## src/rtl/fila_escrita.sv

```systemverilog
// Write-back queue between the execute stages and the register bank: buffers
// pending writes in order, drains one per cycle, and bypasses pending values to readers.
module fila_escrita #(
    parameter int PROFUNDIDADE = 4
) (
    input  logic        clk,
    input  logic        reset,
    input  logic        in_valid,
    input  logic [4:0]  in_reg,
    input  logic [31:0] in_data,
    output logic        in_ready,
    input  logic        bloqueio,
    output logic        regWrite,
    output logic [4:0]  escrita,
    output logic [31:0] dataWrite,
    input  logic [4:0]  leitura1,
    input  logic [4:0]  leitura2,
    output logic        hit1,
    output logic        hit2,
    output logic [31:0] dado1,
    output logic [31:0] dado2,
    output logic [4:0]  ocupacao
);

    localparam int PTR_W = (PROFUNDIDADE > 1) ? $clog2(PROFUNDIDADE) : 1;
    localparam logic [4:0] CAPACIDADE = 5'(PROFUNDIDADE);

    logic [4:0]       regMem  [PROFUNDIDADE];
    logic [31:0]      dataMem [PROFUNDIDADE];
    logic [PTR_W-1:0] head;
    logic [PTR_W-1:0] tail;
    logic [4:0]       count;
    logic             push;
    logic             pop;

    assign ocupacao = count;

    // Readiness depends only on registered occupancy, so a full queue refuses
    // a request even when the head is leaving on the same edge.
    assign in_ready = !reset && (count < CAPACIDADE);
    assign push     = in_valid && in_ready && (in_reg != 5'd0);
    assign pop      = (count != 5'd0) && !bloqueio && !reset;

    always_comb begin
        regWrite  = 1'b0;
        escrita   = 5'd0;
        dataWrite = 32'd0;
        if (pop) begin
            regWrite  = 1'b1;
            escrita   = regMem[head];
            dataWrite = dataMem[head];
        end
    end

    always_ff @(posedge clk) begin
        if (reset) begin
            head  <= '0;
            tail  <= '0;
            count <= 5'd0;
        end else begin
            if (push) begin
                tail <= tail + PTR_W'(1);
            end
            if (pop) begin
                head <= head + PTR_W'(1);
            end
            count <= count + {4'd0, push} - {4'd0, pop};
        end
    end

    always_ff @(posedge clk) begin
        if (push) begin
            regMem[tail]  <= in_reg;
            dataMem[tail] <= in_data;
        end
    end

    // Walk from oldest to youngest so the last match found is the newest value.
    function automatic logic [32:0] procura(input logic [4:0] addr);
        logic [32:0]      res;
        logic [PTR_W-1:0] idx;
        res = 33'd0;
        idx = '0;
        if (addr != 5'd0) begin
            for (int i = 0; i < PROFUNDIDADE; i++) begin
                idx = head + PTR_W'(i);
                if ((5'(i) < count) && (regMem[idx] == addr)) begin
                    res = {1'b1, dataMem[idx]};
                end
            end
        end
        return res;
    endfunction

    assign {hit1, dado1} = procura(leitura1);
    assign {hit2, dado2} = procura(leitura2);

endmodule

```

## config.mk

```make
export PLATFORM = sky130hd
export DESIGN_NAME = fila_escrita
export DESIGN_NICKNAME = d
export VERILOG_FILES = /design/src/rtl/fila_escrita.sv
export SDC_FILE = /design/constraint.sdc
export NUM_CORES = 1
export LEC_CHECK = 0
export ABC_AREA = 0
export ABC_CLOCK_PERIOD_IN_PS = 5610
export CORE_ASPECT_RATIO = 0.7
export CORE_MARGIN = 3
export CORE_UTILIZATION = 45
export CTS_BUF_LIST = sky130_fd_sc_hd__clkbuf_2 sky130_fd_sc_hd__clkbuf_4 sky130_fd_sc_hd__clkbuf_8
export DETAILED_ROUTE_END_ITERATION = 10
export HOLD_SLACK_MARGIN = 0.03
export PLACE_DENSITY = 0.67
export SLEW_MARGIN = 15
export SYNTH_ARGS = -nofsm -noshare
export SYNTH_HDL_FRONTEND = slang
export SYNTH_SLANG_ARGS = --single-unit
```

## constraint.sdc

```tcl
create_clock -name clk -period 5.61 [get_ports clk]
set_input_delay 0.561 -clock clk [delete_from_list [all_inputs] [get_ports clk]]
set_output_delay 0.561 -clock clk [all_outputs]
set_load 0.01 [all_outputs]
```

==> results.json <==
{
  "cp_max_fo": 64,
  "numClockSinks": 159,
  "hold_viol": 0,
  "die_w_um": 200.3,
  "dpl.hpwl_mm": 24.59,
  "fin_setup_tns_ns": 0,
  "fin_crit_ns": 4.867,
  "cts_root_buf": "clkbuf_8",
  "grt_use_total_pct": 25.79,
  "peakVddDrop_mv": 0.1886,
  "netlist_instances": 1204,
  "slowest_delay_ns": 0.94,
  "area_growth_pct": 17.56,
  "grt_pass1_wl_mm": 58.04,
  "ys_ff_latch": 159,
  "drt_pre_antenna_iters": 6,
  "grt_max_degree": 77,
  "antenna_found_initial": 2,
  "fin_skew_ns": 0.01387,
  "coreArea_um2": 25810,
  "drv_cap": 0,
  "netlist_area_um2": 11900,
  "fin_crit_sh_pct": 86.75,
  "totalWireLength_mm": 37.09,
  "antenna_cells": 0,
  "overflow": 0,
  "cts_tree": "done",
  "drt-initial-drc-count": 1274,
  "p_leak_nw": 4.165,
  "crit_path_top_delay_cell": "or2_2",
  "synth_nets": 1268,
  "critPathKind": "reg2out",
  "routedWlPerCell_um": 22.46,
  "syn_avg_cell_area_um2": 9.881,
  "r2r-start": "ocupacao[2]",
  "setup_violations": 0,
  "grt_setup_unrepaired": "false",
  "reg2regPathDepth": 13,
  "async_flop_share_pct": 0,
  "cts_setup_buffers": 0,
  "r2r_slack_ns": 2.01,
  "core.rowCount": 49,
  "numCtsBuffers": 17,
  "drive_above_1_share_pct": 14.91,
  "crit_family": "simple AND/OR/NAND/NOR gates",
  "die-height_um": 142.0,
  "wl_met2_mm": 16.40,
  "dr_wl_met3_mm": 4.288,
  "cellPowerDensity_nw_per_um2": 405.7,
  "via_per_inst": 6.403,
  "ys_types": 41,
  "min-delay-path-class": "reg2reg",
  "ant_nets": 0,
  "tightest_slew_ns": 1.195,
  "port_buffers": 160,
  "seq_area_frac_synth_pct": 39.21,
  "final_common_cell": "clkdlybuf4s50_1",
  "min_from": "tail[1]",
  "required_ns": 5.05,
  "dr_total_vias": 10571,
  "layout.nets": 1345,
  "crit_path_end_kind": "output pin",
  "ys_warn_count": 0,
  "crit_chain": "mux4_2 > xnor2_1 > nand4_1 > or2_2 > nand3_1 > o21ai_0 > clkdlybuf4s50_1",
  "n_fill_cell": 2276,
  "ios": 161,
  "fmax_mhz": 205.5,
  "dieArea_um2": 28450,
  "outcome": "finished clean",
  "final_util_pct": 54.19,
  "synth-edff-count": 148,
  "critPathBufInv": 1,
  "synthFlopType": "edfxtp_1",
  "layout_common_cells": "clkdlybuf4s50_1 (160), edfxtp_1 (148), nand2_1 (136)",
  "min_to": "tail[1]",
  "h-tree-depth": 4,
  "critPathLaunchType": "flop",
  "cts_hold_buf": 0,
  "first_global_vias": 10253,
  "clkLatencyLatePin_ns": 0.45,
  "cts.repair.resized": 0,
  "start_util_pct": 46.09,
  "arrival_ns": 4.31,
  "drc_errors": 0,
  "place.gp.congestion": 0.9470,
  "highest_layer": "met5",
  "clk_pin_slew_ns": 0.09,
  "slew_headroom_pct": 20.34,
  "final_max_slew_viol_count": 0,
  "met1_length_mm": 15.49,
  "cts_max_path_buffers": 2,
  "min_path_cells": 2,
  "r2r_end": "ocupacao[4]"
}
state kept, by name, summed over array words and instances, names as in the netlist, named ones only:
name and flops:
regMem 20, tail 2, head 2, dataMem 128, ocupacao 5
routing by layer:
layer	vias to the layer above	track usage (%)
met2	691	40.77
met4	4	7.536
met5	-	0
met1	5069	35.49
met3	96	6.743
li1	4711	-
worst register-to-register path, cell delays in order (launching register included):
cell and delay [ns]:
dfxtp_1 0.35, inv_1 0.11, ha_1 0.14, nor4b_1 0.31, or3_2 0.85, inv_1 0.15
ha_1 0.32, inv_1 0.04, ha_1 0.19, fa_1 0.41, a21oi_1 0.16, nor2_1 0.07
or3_1 0.30, a21oi_1 0.14
worst max path at each step:
| stage | to | slack [ns] | cells after the start | start |
|---|---|---|---|---|
| floorplan | ocupacao[4] | 2.38 | 15 | ocupacao[2] |
| global placement | dado2[31] | 1.39 | 7 | head[1] |
| CTS | dado2[31] | 0.84 | 7 | head[1] |
| finish | dado2[1] | 0.74 | 7 | head[1] |
| detailed placement | dado2[31] | 1.36 | 7 | head[1] |
| global route | dado2[31] | 0.49 | 7 | head[1] |
power breakdown:
group / switching [mW] / leakage (nW) / internal, mW
logic: 1.85 / 2.53 / 1.39
registers: 0.178 / 1.43 / 1.38
clock network: 0.460 / 0.205 / 0.410
total: 2.49 / 4.16 / 3.18
per-stage QoR:
stage	hold WS [ns]	power, mW	cells	setup slack (ns)	instance area [um^2]
6_report	0.5494	5.674	1651	0.7433	13990
5_1_grt	0.5864	6.031	1651	0.4900	13990
3_5_place_dp	0.5336	4.782	1619	1.358	13580
2_1_floorplan	0.5080	3.726	1204	2.376	11900
4_1_cts	0.5521	5.652	1651	0.8400	13990
3_3_place_gp	0.5344	4.726	1619	1.388	13580
final cells by class:
class | instances | area, um^2 | area share [%]
flip-flops and latches | 159 | 4677 | 33.44
multi-input cells | 905 | 6615 | 47.30
clock inverters | 15 | 171.4 | 1.226
clock buffers | 17 | 234.0 | 1.673
well taps | 357 | 446.7 | 3.194
inverters | 12 | 45.04 | 0.3221
repair buffers | 186 | 1797 | 12.85
cell families after synthesis:
logic type | after synthesis | share of synthesized area, %
AOI/OAI and AO/OA | 356 | 17.40
muxes | 177 | 21.92
xor gates and xnor gates | 44 | 3.239
and+or+nand+nor | 315 | 11.49
buffers and inverters | 140 | 5.322
DFF | 159 | 39.21
adders and majority gates | 13 | 1.430
synthesized netlist by cell type, types with 5 or more instances:
cell	number	area [um^2]
edfxtp_1	148	4444
nand2_1	136	510.5
o21ai_0	123	615.6
a21oi_1	92	460.4
nor2_1	74	277.8
clkbuf_1	70	262.8
nor3_1	65	325.3
o211ai_1	62	465.5
mux4_2	61	1374
a31oi_1	60	375.4
mux2_2	58	653.1
mux2i_1	58	580.6
buf_2	44	220.2
xnor2_1	43	376.6
ha_1	12	150.1
dfxtp_1	11	220.2
inv_1	11	41.29
nor2b_1	11	68.82
and2_1	6	37.54
nand4_1	6	37.54
buf_1	5	18.77
buf_6	5	56.30
Note: power is estimated with default switching activity, not from simulation.
